[src/rtl/tdm_demux_pkg.sv]
// ----------------------------------------------------------------------------
// tdm_demux_pkg
//
// Purpose:
//   Shared definitions for the TDM receive path: frame-tracker state
//   encodings and the default channel count / sample width. The matching
//   TDM mux uses the same defaults, so that both ends of a link agree on
//   the frame shape without per-instance overrides.
//
// Contents:
//   tdm_state_t      - frame tracker state (HUNT / LOCKED)
//   TDM_N_CH         - default number of channels per frame
//   TDM_WIDTH        - default bits per sample
//   tdm_cnt_width()  - channel counter width for a given channel count
// ----------------------------------------------------------------------------
package tdm_demux_pkg;

    // HUNT: waiting for a sync-qualified beat to find channel 0.
    // LOCKED: frame position is known and beats are steered by position.
    typedef enum logic {
        HUNT   = 1'b0,
        LOCKED = 1'b1
    } tdm_state_t;

    localparam int TDM_N_CH  = 4;
    localparam int TDM_WIDTH = 8;

    // The counter must hold 0..n-1. The floor of one bit keeps the
    // declaration legal even for degenerate channel counts.
    function automatic int tdm_cnt_width(input int n);
        return (n < 2) ? 1 : $clog2(n);
    endfunction

endpackage

[src/rtl/tdm_demux_frame_tracker.sv]
// ----------------------------------------------------------------------------
// tdm_frame_tracker
//
// Purpose:
//   Follows the frame position of an incoming TDM sample stream. It decides
//   which channel slot the current beat belongs to (if any), flags framing
//   violations, and recovers alignment from the in_sync marker.
//
//   The write request (wr_valid / wr_idx) is combinational so that the
//   parent can capture the sample on the same edge that accepts the beat.
//   frame_done, sync_err and locked are registered and therefore appear
//   alongside the captured data and strobe.
//
// Ports:
//   clk        in   rising-edge clock
//   rst        in   asynchronous active-high reset
//   in_valid   in   a beat is present this cycle
//   in_sync    in   the current beat is channel 0 of a frame
//   wr_idx     out  channel slot for the current beat (valid with wr_valid)
//   wr_valid   out  the current beat must be written to slot wr_idx
//   frame_done out  one-cycle pulse after the last channel was written
//   sync_err   out  one-cycle pulse after any framing violation
//   locked     out  high while the tracker is in the LOCKED state
// ----------------------------------------------------------------------------
module tdm_frame_tracker
    import tdm_demux_pkg::*;
#(
    parameter int N_CH = TDM_N_CH,
    parameter int CW   = tdm_cnt_width(N_CH)
) (
    input  logic          clk,
    input  logic          rst,
    input  logic          in_valid,
    input  logic          in_sync,
    output logic [CW-1:0] wr_idx,
    output logic          wr_valid,
    output logic          frame_done,
    output logic          sync_err,
    output logic          locked
);

    localparam logic [CW-1:0] LAST_CH = CW'(N_CH - 1);
    localparam logic [CW-1:0] FIRST_DATA_CH = CW'(1);

    tdm_state_t    state;
    logic [CW-1:0] ch_cnt;

    logic beat_sync;
    logic beat_data;

    // A sync beat always lands in channel 0, whether it starts the first
    // frame, a normal frame, or realigns a truncated one. A plain beat is
    // only stored when we are locked and mid-frame; a plain beat where a
    // sync was expected is a violation and is dropped.
    always_comb begin
        beat_sync = in_valid && in_sync;
        beat_data = in_valid && !in_sync && (state == LOCKED) && (ch_cnt != '0);
        wr_valid  = beat_sync || beat_data;
        wr_idx    = beat_sync ? '0 : ch_cnt;
    end

    // Frame FSM with the channel counter and registered status outputs.
    // Pulses default low each cycle; idle cycles (in_valid=0) leave the
    // state and counter untouched. The counter wraps explicitly at the last
    // channel, so channel counts that are not a power of two work as-is.
    always_ff @(posedge clk or posedge rst) begin
        if (rst) begin
            state      <= HUNT;
            ch_cnt     <= '0;
            locked     <= 1'b0;
            frame_done <= 1'b0;
            sync_err   <= 1'b0;
        end else begin
            frame_done <= 1'b0;
            sync_err   <= 1'b0;
            if (in_valid) begin
                case (state)
                    HUNT: begin
                        if (in_sync) begin
                            state  <= LOCKED;
                            locked <= 1'b1;
                            ch_cnt <= FIRST_DATA_CH;
                        end
                    end
                    LOCKED: begin
                        if (in_sync) begin
                            // A sync anywhere but the frame boundary means
                            // the previous frame was cut short: no
                            // frame_done for it, just realign on this beat.
                            if (ch_cnt != '0) begin
                                sync_err <= 1'b1;
                            end
                            ch_cnt <= FIRST_DATA_CH;
                        end else if (ch_cnt == '0) begin
                            // Sync was due but never came: alignment is
                            // lost, so go back to hunting.
                            sync_err <= 1'b1;
                            state    <= HUNT;
                            locked   <= 1'b0;
                            ch_cnt   <= '0;
                        end else if (ch_cnt == LAST_CH) begin
                            frame_done <= 1'b1;
                            ch_cnt     <= '0;
                        end else begin
                            ch_cnt <= ch_cnt + CW'(1);
                        end
                    end
                    default: begin
                        state  <= HUNT;
                        locked <= 1'b0;
                        ch_cnt <= '0;
                    end
                endcase
            end
        end
    end

endmodule

[src/rtl/tdm_demux.sv]
// ----------------------------------------------------------------------------
// tdm_demux
//
// Purpose:
//   Receive-side TDM demultiplexer. Takes a serial stream of WIDTH-bit
//   samples, channel 0 of each frame marked by in_sync, and steers every
//   sample into its own per-channel holding register with a one-cycle
//   strobe. Frame alignment and error recovery live in tdm_frame_tracker;
//   this level owns the channel registers and the strobe decode.
//
//   Timing: a beat accepted on edge n is visible on out_data / out_strobe
//   (and frame_done / sync_err / locked) right after edge n. Beats may
//   arrive every cycle; there is no backpressure.
//
// Ports:
//   clk        in   rising-edge clock
//   rst        in   asynchronous active-high reset
//   in_valid   in   sample present on in_data this cycle
//   in_sync    in   current valid sample is channel 0
//   in_data    in   WIDTH-bit sample
//   out_data   out  channel k held in bits [k*WIDTH +: WIDTH]
//   out_strobe out  bit k pulses for one cycle when channel k was updated
//   frame_done out  one-cycle pulse when the last channel was written
//   locked     out  high while frame alignment is established
//   sync_err   out  one-cycle pulse on any framing violation
// ----------------------------------------------------------------------------
module tdm_demux
    import tdm_demux_pkg::*;
#(
    parameter int N_CH  = TDM_N_CH,
    parameter int WIDTH = TDM_WIDTH
) (
    input  logic                  clk,
    input  logic                  rst,
    input  logic                  in_valid,
    input  logic                  in_sync,
    input  logic [WIDTH-1:0]      in_data,
    output logic [N_CH*WIDTH-1:0] out_data,
    output logic [N_CH-1:0]       out_strobe,
    output logic                  frame_done,
    output logic                  locked,
    output logic                  sync_err
);

    localparam int CW = tdm_cnt_width(N_CH);

    logic [CW-1:0] wr_idx;
    logic          wr_valid;

    tdm_frame_tracker #(
        .N_CH (N_CH),
        .CW   (CW)
    ) u_tracker (
        .clk        (clk),
        .rst        (rst),
        .in_valid   (in_valid),
        .in_sync    (in_sync),
        .wr_idx     (wr_idx),
        .wr_valid   (wr_valid),
        .frame_done (frame_done),
        .sync_err   (sync_err),
        .locked     (locked)
    );

    // Channel holding registers and strobe decode. Only the addressed slot
    // is loaded; every other slot keeps its last value until its own turn
    // comes round. The strobe is rebuilt every cycle so it is a single-cycle
    // pulse even under back-to-back beats.
    always_ff @(posedge clk or posedge rst) begin
        if (rst) begin
            out_data   <= '0;
            out_strobe <= '0;
        end else begin
            out_strobe <= '0;
            for (int k = 0; k < N_CH; k++) begin
                if (wr_valid && (wr_idx == CW'(k))) begin
                    out_data[k*WIDTH +: WIDTH] <= in_data;
                    out_strobe[k]              <= 1'b1;
                end
            end
        end
    end

endmodule

[config.mk]
export PLATFORM = sky130hd
export DESIGN_NAME = tdm_demux
export DESIGN_NICKNAME = d
export VERILOG_FILES = /design/src/rtl/tdm_demux_pkg.sv /design/src/rtl/tdm_demux_frame_tracker.sv /design/src/rtl/tdm_demux.sv
export SDC_FILE = /design/constraint.sdc
export NUM_CORES = 1
export LEC_CHECK = 0
export CAP_MARGIN = 25
export CORE_UTILIZATION = 46
export CTS_CLUSTER_DIAMETER = 150
export CTS_CLUSTER_SIZE = 8
export DETAILED_ROUTE_END_ITERATION = 12
export PLACE_DENSITY = 0.75
export SLEW_MARGIN = 40
export SYNTH_ARGS = -nofsm -noshare
export SYNTH_HDL_FRONTEND = slang
export SYNTH_SLANG_ARGS = --single-unit
[constraint.sdc]
create_clock -name clk -period 2.1 [get_ports clk]
set_input_delay 0.42 -clock clk [delete_from_list [all_inputs] [get_ports clk]]
set_output_delay 0.42 -clock clk [all_outputs]
set_load 0.02 [all_outputs]
==> results_dict.tcl, run 1 <==
set metrics [dict create \
    synthesis.area_um2 1730 \
    wl_per_cell_um 15.2 \
    root_buffer "sky130_fd_sc_hd__clkbuf_8" \
    placed_cells 212 \
    floorplan.die.width_um 63.4 \
    port-buffer-count 50 \
    ctsHtreeMaxLevel 2 \
    synth_top_area_share_pct 60.6 \
    post_synth_xor_area_fraction_pct 0 \
    floorplan.die.height_um 63.4 \
    route.top_layer_used "met4" \
    post_synth_and_or_nand_nor_area_fraction_pct 4.98 \
    timing_hold_violations_final 0 \
    timing.critical_path.fanout_max 5 \
    synth_fa_ha_area_share_pct 2.89 \
    cts_tree "yes" \
    clock-skew-final_ns 0.00631 \
    nNetsFinal 191 \
    grt_antenna_before_repair 0 \
    synth-compound-area-share_pct 3.47 \
    grt_first_pass_wirelength_um 5530 \
    finalMaxSlewViolations 0 \
    min_delay_path_depth 1 \
    syn_nets 124 \
    met3_length_um 152 \
    power.clock.fraction_pct 18.1 \
    switching_share_pct 32.6 \
    holdCritStartpoint "out_data[26]" \
    layout.area.seq_um2 1050 \
    floorplan.io_pins 51 \
    cp_slowest_cell "sky130_fd_sc_hd__dfrtp_1" \
    via_count_of_the_first_global_routing_pass 1118 \
    antenna_cells 0 \
    timing.rr.end "out_data[7]" \
    met1Wirelength_um 1400 \
    p_int_mw 2.29 \
    max_cap_violations 0 \
    wl_met2_um 1770 \
    outcome "finished, final reports clean" \
    largest_family_of_logic_cells_by_synthesized_area "multiplexers" \
    rows 21 \
    postSynthRegisterBits 42 \
    min_delay_worst_endpoint "out_data[26]" \
    wp_data_required_ns 2.27 \
    start_kind "flop" \
    max_stage_delay_ns 0.43 \
    timing_worst_setup_path_type "flop to flop" \
    area_growth_pct 42.3 \
    final-instance-count-excl-fill 222 \
    critical_path_cell_by_cell "inv_1, ha_1, buf_4, nor4b_1, o21ai_2, buf_4, mux2_2" \
    regToRegSetupSlack_ns 0.13 \
    grt.total_usage_pct 18.7 \
    worst-r2r-cell-count 7 \
    gp_congestion 0.832 \
    grt-ovfl-total 0 \
    switching_power_mw 1.10 \
    leakagePower_nw 1.17 \
    multi_input_comb_area_um2 617 \
    synth.yosys.seq_area_share_pct 60.6 \
    cts_repair_resize_count 0 \
    post_synth_mux_area_share_pct 24.3 \
    drt-vias-per-instance 4.92 \
    ys_types 21 \
    yosysWarningCount 0 \
    drt_initial_violations 38 \
    detailedPlacementHpwl_um 2470 \
    number_of_clock_buffers_inserted_by_tritoncts 5 \
    timing_worst_slew_pin_value_ns 0.517 \
    drtAntennaViolNets 0 \
    clock_transition_at_the_registers_of_the_reported_paths_ns 0.08 \
    final_min_period_over_clock_period_pct 93.9 \
    core_area_um2 3470 \
    share_of_layout_cells_above_drive_strength_1_pct 32.4 \
    remaining_drc_errors 0 \
    post_synth.cell_area_avg_um2 16.0 \
    ys_top_cells_by_area "sky130_fd_sc_hd__dfrtp_1 61%, sky130_fd_sc_hd__mux2_4 14%, sky130_fd_sc_hd__mux2_2 10%, sky130_fd_sc_hd__ha_1 2.9%, sky130_fd_sc_hd__buf_6 1.9%" \
    grt_start_max_net_pins 43 \
    routed-via-count 1093 \
    maxSlewHeadroom_pct 65.5 \
    synth.largest_area_cell "sky130_fd_sc_hd__dfrtp_1" \
    critical_path.n_buffers_inverters 3 \
    final_core_util_pct 71.1 \
    power.share.combinational_pct 44.0 \
    die-area_um2 4020 \
    route.final.wire_length_um 3370 \
    power_per_cell_area_nw_per_um2 1370 \
    cp_common_cell "sky130_fd_sc_hd__buf_4" \
    fmax_ghz 0.507 \
    rsz_0062_raised_after_global_routing "no" \
    insertion_delay_ns 0.29 \
    cts_max_path_buffers 2 \
    arrival_ns 2.15 \
    ir_drop_mv 0.704 \
    period_needed_ns 1.97 \
    worstReg2RegStart "u_tracker.ch_cnt[0]" \
    timing.final.setup_violations 0 \
    n_fill_cell 244 \
    power_frac_seq_pct 37.8 \
    timing.critical_path.max_delay_family "flip-flops" \
    dr.pass1.iters 4 \
    end_kind "flop" \
    start_util_pct 50.0 \
    synth_cells 108 \
    cts.sinks 42 \
    timing.hold.worst.class "flop to flop" \
]
==> kinds of logic after synthesis <==
logic type / count (synthesis)
buffers and inverters: 11
adder cells (fa/ha/maj): 4
flip-flops: 42
AO/OA/AOI/OAI: 9
AND/OR/NAND/NOR: 10
multiplexers: 32
==> synth_stat cells <==
master / count
sky130_fd_sc_hd__inv_1: 7
sky130_fd_sc_hd__buf_2: 1
sky130_fd_sc_hd__nor2_1: 2
sky130_fd_sc_hd__nor4b_1: 1
sky130_fd_sc_hd__and2_1: 1
sky130_fd_sc_hd__nand3b_4: 1
sky130_fd_sc_hd__o21ai_2: 1
sky130_fd_sc_hd__a21oi_1: 3
sky130_fd_sc_hd__buf_6: 3
sky130_fd_sc_hd__o21a_1: 1
sky130_fd_sc_hd__or4_1: 2
sky130_fd_sc_hd__o22a_1: 1
sky130_fd_sc_hd__nand2_1: 2
sky130_fd_sc_hd__a31oi_1: 1
sky130_fd_sc_hd__nor4_4: 1
sky130_fd_sc_hd__mux2_4: 16
sky130_fd_sc_hd__ha_1: 4
sky130_fd_sc_hd__o21ai_0: 1
sky130_fd_sc_hd__o2bb2ai_1: 1
sky130_fd_sc_hd__mux2_2: 16
sky130_fd_sc_hd__dfrtp_1: 42
==> registers in the layout, summed over array words and instances (netlist names) <==
signal,cells
u_tracker.state,1
u_tracker.ch_cnt,2
u_tracker.frame_done,1
out_strobe,4
u_tracker.sync_err,1
u_tracker.locked,1
out_data,32
==> stage by stage <==
stage | hold slack (ns) | setup TNS [ns] | setup slack, ns | total power, mW | instance area [um2]
2_1_floorplan | 0.525 | 0 | 0.245 | 2.07 | 1730
3_3_place_gp | 0.490 | 0 | 0.00772 | 2.75 | 2340
3_5_place_dp | 0.498 | -0.0886 | -0.0141 | 2.80 | 2340
4_1_cts | 0.515 | 0 | 0.0979 | 3.42 | 2450
5_1_grt | 0.526 | 0 | 0.0497 | 3.56 | 2470
6_report | 0.511 | 0 | 0.128 | 3.39 | 2470
==> what timing repair did <==
action	4_1_cts	5_1_grt
buffers inserted	0	2
hold buffers	0	0
endpoints found under the hold margin	0	0
endpoints found under the setup margin	0	7
==> area by class of cell <==
class                   instances  share of cell area (%)
repair buffers                 64                    24.6
clock inverters                 3                    1.62
inverters                       7                    1.07
well taps                      46                    2.33
clock buffers                   5                    2.79
multi-input cells              55                    25.0
flip-flops and latches         42                    42.6
==> worst max path at each step <==
stage	start	to	slack, ns	cells past startpoint
6_report	u_tracker.ch_cnt[0]	out_data[7]	0.13	7
5_1_grt	u_tracker.ch_cnt[0]	out_data[7]	0.05	7
4_1_cts	u_tracker.ch_cnt[1]	out_data[7]	0.1	6
3_5_place_dp	in_valid	out_data[21]	-0.01	5
3_3_place_gp	in_valid	out_data[12]	0.008	5
2_1_floorplan	u_tracker.ch_cnt[0]	out_data[16]	0.25	5
==> power groups by stage <==
stage	clock network [mW]	registers (mW)	logic, mW
after global placement	0	1.28	1.47
after detailed placement	0	1.30	1.50
final	0.615	1.28	1.49
after global routing	0.665	1.32	1.57
after CTS	0.630	1.28	1.50
after floorplan	0	1.60	0.472
==> per-layer routing <==
layer | track usage, % | up-vias
met5 | 0 | -
met3 | 5.98 | 4
li1 | - | 504
met4 | 6.82 | 0
met1 | 21.9 | 553
met2 | 31.8 | 32
==> cells in the final DEF, fill, tap and decap left out, types with 2 or more instances in the layout <==
cell type                          n
sky130_fd_sc_hd__nand2_1           2
sky130_fd_sc_hd__inv_1             7
sky130_fd_sc_hd__or4_1             2
sky130_fd_sc_hd__clkbuf_8          5
sky130_fd_sc_hd__buf_4            14
sky130_fd_sc_hd__clkinv_2          2
sky130_fd_sc_hd__dfrtp_1          42
sky130_fd_sc_hd__nor2_1            2
sky130_fd_sc_hd__ha_1              4
sky130_fd_sc_hd__mux2_4           16
sky130_fd_sc_hd__a21oi_1           3
sky130_fd_sc_hd__clkdlybuf4s50_1  50
sky130_fd_sc_hd__mux2_2           16
Power figures use the tool's default switching activity.
==> run 2, diff against run 1 <==
--- a/config.mk
+++ b/config.mk
@@ -6,11 +6,12 @@
 export NUM_CORES = 1
 export LEC_CHECK = 0
 export CAP_MARGIN = 25
-export CORE_UTILIZATION = 46
+export CORE_UTILIZATION = 47
+export CTS_BUF_LIST = sky130_fd_sc_hd__clkbuf_8
 export CTS_CLUSTER_DIAMETER = 150
 export CTS_CLUSTER_SIZE = 8
 export DETAILED_ROUTE_END_ITERATION = 12
-export PLACE_DENSITY = 0.75
+export PLACE_DENSITY = 0.77
 export SLEW_MARGIN = 40
 export SYNTH_ARGS = -nofsm -noshare
 export SYNTH_HDL_FRONTEND = slang
==> run 2 against run 1 <==
Die area fell by 2.1%. Sequential share of layout area is 0.57 points higher. Non-clock buffer count fell by 2. Worst hold slack worse by 0.00068 ns. Critical endpoint is now out_data[20]. Largest cell class unchanged. Highest routed layer unchanged.
==> results_dict.tcl, run 2 (synthesis results as in run 1) <==
set metrics [dict create \
    power.clock.fraction_pct 15.7 \
    final_core_util_pct 70.7 \
    leading_cell_types_in_the_layout_fill_and_taps_excluded "50 x sky130_fd_sc_hd__clkdlybuf4s50_1, 42 x sky130_fd_sc_hd__dfrtp_1, 16 x sky130_fd_sc_hd__mux2_2, 16 x sky130_fd_sc_hd__mux2_4, 12 x sky130_fd_sc_hd__buf_4" \
    rsz_0062_raised_after_global_routing "no" \
    cts_repair_resize_count 0 \
    outcome "finished, final reports clean" \
    biggestRegsByFlops "out_data (32), out_strobe (4), u_tracker.ch_cnt (2)" \
    switching_power_mw 1.10 \
    max_cap_violations 0 \
    maxSlewHeadroom_pct 65.4 \
    wp_data_required_ns 2.28 \
    arrival_ns 2.18 \
    cell_area_reported_after_detailed_placement_um2 2330 \
    timing.hold.ws_ns 0.511 \
    grt_start_max_net_pins 43 \
    nNetsFinal 189 \
    ir_drop_mv 0.648 \
    route.final.wire_length_um 3490 \
    largest_register_ff_count 32 \
    placed_cells 210 \
    start_util_pct 50.3 \
    worst-r2r-cell-count 5 \
    timing_hold_violations_final 0 \
    period_needed_ns 2.00 \
    detailedPlacementHpwl_um 2550 \
    number_of_clock_buffers_inserted_by_tritoncts 5 \
    dr.pass1.iters 3 \
    power_frac_seq_pct 39.0 \
    critical_path_cell_by_cell "inv_1, ha_1, or4_1, buf_4, mux2_4" \
    start_kind "flop" \
    grt-ovfl-total 0 \
    power.share.combinational_pct 45.2 \
    cp_slowest_cell "sky130_fd_sc_hd__or4_1" \
    cp-startpoint "u_tracker.ch_cnt[0]" \
    timing.critical_path.fanout_max 7 \
    end_kind "flop" \
    remaining_drc_errors 0 \
    switching_share_pct 33.5 \
    share_of_layout_cells_above_drive_strength_1_pct 31.0 \
    floorplan.die.height_um 62.7 \
    timing_worst_setup_path_type "flop to flop" \
    cts_max_path_buffers 2 \
    n_fill_cell 242 \
    wl_per_cell_um 15.9 \
    rows 21 \
    drtAntennaViolNets 0 \
    grt_antenna_before_repair 0 \
    fmax_ghz 0.499 \
    grt_first_pass_wirelength_um 5950 \
    ctsHtreeMaxLevel 2 \
    root_buffer "sky130_fd_sc_hd__clkbuf_8" \
    leakagePower_nw 1.16 \
    max_stage_delay_ns 0.55 \
    routed-via-count 1103 \
    gp_congestion 0.807 \
    insertion_delay_ns 0.29 \
    crit_end "out_data[20]" \
    core_area_um2 3440 \
    cts_tree "yes" \
    timing.final.setup_violations 0 \
    clock_transition_at_the_registers_of_the_reported_paths_ns 0.07 \
    antenna_cells 0 \
    max_flop_register "out_data" \
    floorplan.die.width_um 62.7 \
    timing.hold.worst.class "flop to flop" \
    timing_worst_slew_pin_value_ns 0.520 \
    clock-skew-final_ns 0.00485 \
    drt_initial_violations 40 \
    port-buffer-count 50 \
    fin_total_pwr_mw 3.28 \
    timing.rr.end "out_data[20]" \
    mostFrequentLayoutCell "sky130_fd_sc_hd__clkdlybuf4s50_1" \
    final_instance_area_um2 2430 \
    power_per_cell_area_nw_per_um2 1350 \
    floorplan.io_pins 51 \
    die-area_um2 3930 \
    area_growth_pct 40.4 \
    final_min_period_over_clock_period_pct 95.4 \
    via_count_of_the_first_global_routing_pass 1147 \
    drt-vias-per-instance 5.01 \
    p_int_mw 2.18 \
    worstReg2RegStart "u_tracker.ch_cnt[0]" \
    grt.total_usage_pct 20.2 \
    cts.sinks 42 \
    finalMaxSlewViolations 0 \
    final-instance-count-excl-fill 220 \
    regToRegSetupSlack_ns 0.1 \
]
run 2: cell count changes in the layout (fill, tap and decap cells not counted):
| cell | delta |
|---|---|
| sky130_fd_sc_hd__buf_4 | -2 |
| sky130_fd_sc_hd__bufinv_16 | -1 |
| sky130_fd_sc_hd__clkbuf_8 | +1 |
| sky130_fd_sc_hd__clkinv_2 | -1 |
| sky130_fd_sc_hd__inv_1 | +1 |
run 2: what timing repair did:
action,CTS,global route
setup buffers,0,2
endpoints found under the setup margin,0,8
hold buffers,0,0
run 2: per-layer routing:
metal | track usage (%) | share of wire (%) | vias up
met4 | 6.10 | 1.0 | 0
met2 | 32.7 | 52 | 35
li1 | - | - | 509
met3 | 6.20 | 4.9 | 5
met5 | 0 | 0 | -
met1 | 25.8 | 42 | 554
run 2: worst max-delay path: cells and delay by family, from the launching register on:
family | cells | cell delay, ns
flops | 1 | 0.42
fa+ha+maj | 1 | 0.29
simple gates | 1 | 0.55
mux | 1 | 0.30
buf+inv | 2 | 0.33
run 2: power by group through the flow:
stage	combinational, mW	sequential, mW	clock (mW)
finish	1.49	1.28	0.516
global route	1.57	1.32	0.560
CTS	1.50	1.29	0.533
detailed placement	1.49	1.30	0
global placement	1.45	1.28	0
floorplan	0.472	1.60	0
run 2: worst min path at each step:
stage                        startpoint                   to  slack, ns  cells after the start
floorplan           u_tracker.ch_cnt[0]  u_tracker.ch_cnt[0]       0.52                      1
global placement            out_data[6]          out_data[6]       0.49                      1
detailed placement         out_data[14]         out_data[14]       0.49                      1
CTS                        out_data[14]         out_data[14]       0.51                      1
global route                out_data[6]          out_data[6]       0.53                      1
finish                     out_data[24]         out_data[24]       0.51                      1
run 2: through the flow:
stage                     setup TNS (ns)  setup WS, ns
after CTS                              0        0.0849
after floorplan                        0         0.245
after global placement                 0       0.00664
final                                  0        0.0969
after detailed placement          -0.120       -0.0204
after global routing                   0       0.00395
run 2: area by class of cell:
cell class | instances | area, um2 | share of cell area [%]
Multi-Input combinational cell | 55 | 617 | 25.3
Sequential cell | 42 | 1050 | 43.2
Tap cell | 46 | 57.6 | 2.37
Inverter | 7 | 26.3 | 1.08
Clock buffer | 6 | 82.6 | 3.39
Clock inverter | 2 | 8.76 | 0.360
Timing Repair Buffer | 62 | 591 | 24.3
==> run 3, diff against run 2 <==
--- a/config.mk
+++ b/config.mk
@@ -5,7 +5,8 @@
 export SDC_FILE = /design/constraint.sdc
 export NUM_CORES = 1
 export LEC_CHECK = 0
-export CAP_MARGIN = 25
+export CAP_MARGIN = 20
+export CORE_MARGIN = 2
 export CORE_UTILIZATION = 47
 export CTS_BUF_LIST = sky130_fd_sc_hd__clkbuf_8
 export CTS_CLUSTER_DIAMETER = 150
==> constraint.sdc (replaced) <==
create_clock -name clk -period 2.1 [get_ports clk]
set_input_delay 0.42 -clock clk [delete_from_list [all_inputs] [get_ports clk]]
set_output_delay 0.42 -clock clk [all_outputs]
set_load 0.01 [all_outputs]
==> run 3 against run 2 <==
Maximum frequency increased by 3.1%. Core utilization decreased by 1.9 points. Count of clock-buffer cells in the layout unchanged. Wire length decreased by 2.8%.
==> results_dict.tcl, run 3 (synthesis results as in run 1) <==
set metrics [dict create \
    outcome "finished, final reports clean" \
    die-area_um2 4190 \
    leading_cell_types_in_the_layout_fill_and_taps_excluded "50 x sky130_fd_sc_hd__clkdlybuf4s50_1, 42 x sky130_fd_sc_hd__dfrtp_1, 16 x sky130_fd_sc_hd__mux2_2, 16 x sky130_fd_sc_hd__mux2_4, 11 x sky130_fd_sc_hd__buf_4" \
    postLayoutSetupSlackWorst_ns 0.157 \
    dr.pass1.iters 4 \
    fin_tns_setup_ns 0 \
    power_per_cell_area_nw_per_um2 1340 \
    cts_max_path_buffers 2 \
    cp-startpoint "u_tracker.ch_cnt[0]" \
    finalMaxSlewViolations 0 \
    antenna_cells 0 \
    grt_antenna_before_repair 0 \
    timing_worst_setup_path_type "flop to flop" \
    final_min_period_over_clock_period_pct 92.5 \
    timing.hold.worst.class "flop to flop" \
    max_flop_register "out_data" \
    arrival_ns 2.12 \
    drtAntennaViolNets 0 \
    max_cap_violations 0 \
    period_needed_ns 1.94 \
    wp_data_required_ns 2.27 \
    share_of_layout_cells_above_drive_strength_1_pct 31.8 \
    wl_per_cell_um 15.3 \
    fmax_ghz 0.515 \
    holdBufCountCts 0 \
    cts.sinks 42 \
    area_growth_pct 43.2 \
    floorplan.io_pins 51 \
    root_buffer "sky130_fd_sc_hd__clkbuf_8" \
    remaining_drc_errors 0 \
    grt_first_pass_wirelength_um 5620 \
    rsz_0062_raised_after_global_routing "no" \
    grt.total_usage_pct 18.4 \
    timing_worst_slew_pin_value_ns 0.517 \
    ir_drop_mv 0.639 \
    worstReg2RegStart "u_tracker.ch_cnt[0]" \
    route.final.wire_length_um 3390 \
    end_kind "flop" \
    rows 22 \
    leakagePower_nw 1.17 \
    start_kind "flop" \
    gp_congestion 0.779 \
    start_util_pct 48.1 \
    grt_start_max_net_pins 43 \
    post-place-ws_ns -0.00900 \
    number_of_clock_buffers_inserted_by_tritoncts 5 \
    timing.critical_path.fanout_max 9 \
    holdCritStartpoint "out_data[29]" \
    insertion_delay_ns 0.29 \
    timing_hold_violations_final 0 \
    port-buffer-count 50 \
    drt_initial_violations 62 \
    timing.final.setup_violations 0 \
    biggestRegsByFlops "out_data (32), out_strobe (4), u_tracker.ch_cnt (2)" \
    routed-via-count 1071 \
    ctsHtreeMaxLevel 2 \
    detailedPlacementHpwl_um 2520 \
    clock-skew-final_ns 0.00924 \
    floorplan.die.height_um 64.7 \
    largest_register_ff_count 32 \
    final_core_util_pct 68.8 \
    mostFrequentLayoutCell "sky130_fd_sc_hd__clkdlybuf4s50_1" \
    cts_tree "yes" \
    nNetsFinal 188 \
    core_area_um2 3610 \
    floorplan.die.width_um 64.7 \
    via_count_of_the_first_global_routing_pass 1110 \
    maxSlewHeadroom_pct 65.5 \
    clock_transition_at_the_registers_of_the_reported_paths_ns 0.08 \
    drt-vias-per-instance 4.85 \
    grt-ovfl-total 0 \
]
[run 3: changes by cell type in the layout (fill, tap and decap cells not counted), sizes merged]
cell	change
buf	-1
bufinv	+2
clkinv	-1
inv	-1
[run 3: metrics by stage]
step	total power, mW	hold slack, ns	std cells	area, um2
4_1_cts	3.36	0.516	221	2480
5_1_grt	3.50	0.528	221	2480
2_1_floorplan	1.87	0.525	108	1730
3_3_place_gp	2.52	0.489	213	2340
3_5_place_dp	2.57	0.496	213	2340
6_report	3.32	0.513	221	2480
[run 3: what timing repair did]
action                     in CTS  in global routing
setup endpoints to repair       0                  2
buffers inserted                0                  0
gates resized for setup         0                  1
[run 3: metal layers]
| metal | global-route usage, % | vias to the layer above | wire length, um |
|---|---|---|---|
| met1 | 23.8 | 534 | 1480 |
| met2 | 29.6 | 33 | 1720 |
| met4 | 8.78 | 0 | 66 |
| li1 | - | 499 | - |
| met3 | 3.82 | 5 | 122 |
| met5 | 0 | - | 0 |
[run 3: worst max-delay path: stages, from the launching register on]
cell and delay (ns):
sky130_fd_sc_hd__dfrtp_1 0.41, sky130_fd_sc_hd__inv_1 0.12, sky130_fd_sc_hd__ha_2 0.26, sky130_fd_sc_hd__or4_1 0.51
sky130_fd_sc_hd__buf_4 0.21, sky130_fd_sc_hd__mux2_4 0.31
[run 3: layout make-up]
cell class | instances | area (um2)
well taps | 48 | 60.1
fillers | 229 | 1120
clock buffers | 6 | 82.6
multi-input cells | 55 | 619
flip-flops and latches | 42 | 1050
clock inverters | 2 | 60.1
inverters | 7 | 26.3
repair buffers | 61 | 583
[run 3: path summary, 6_finish.rpt]
check                                to  slack (ns)  cells after the start
setup / recovery           out_data[23]        0.16                      5
hold / removal             out_data[29]        0.51                      1
setup reg to reg           out_data[23]        0.16                      5
hold reg to reg            out_data[29]        0.51                      1
max in group asynchronous   out_data[8]        1.19                      3
min in group asynchronous  out_data[17]        0.56                      3
[run 3: power breakdown]
group	internal, mW	switching (mW)
clock network	0.507	0.272
registers	1.10	0.189
logic	0.818	0.435
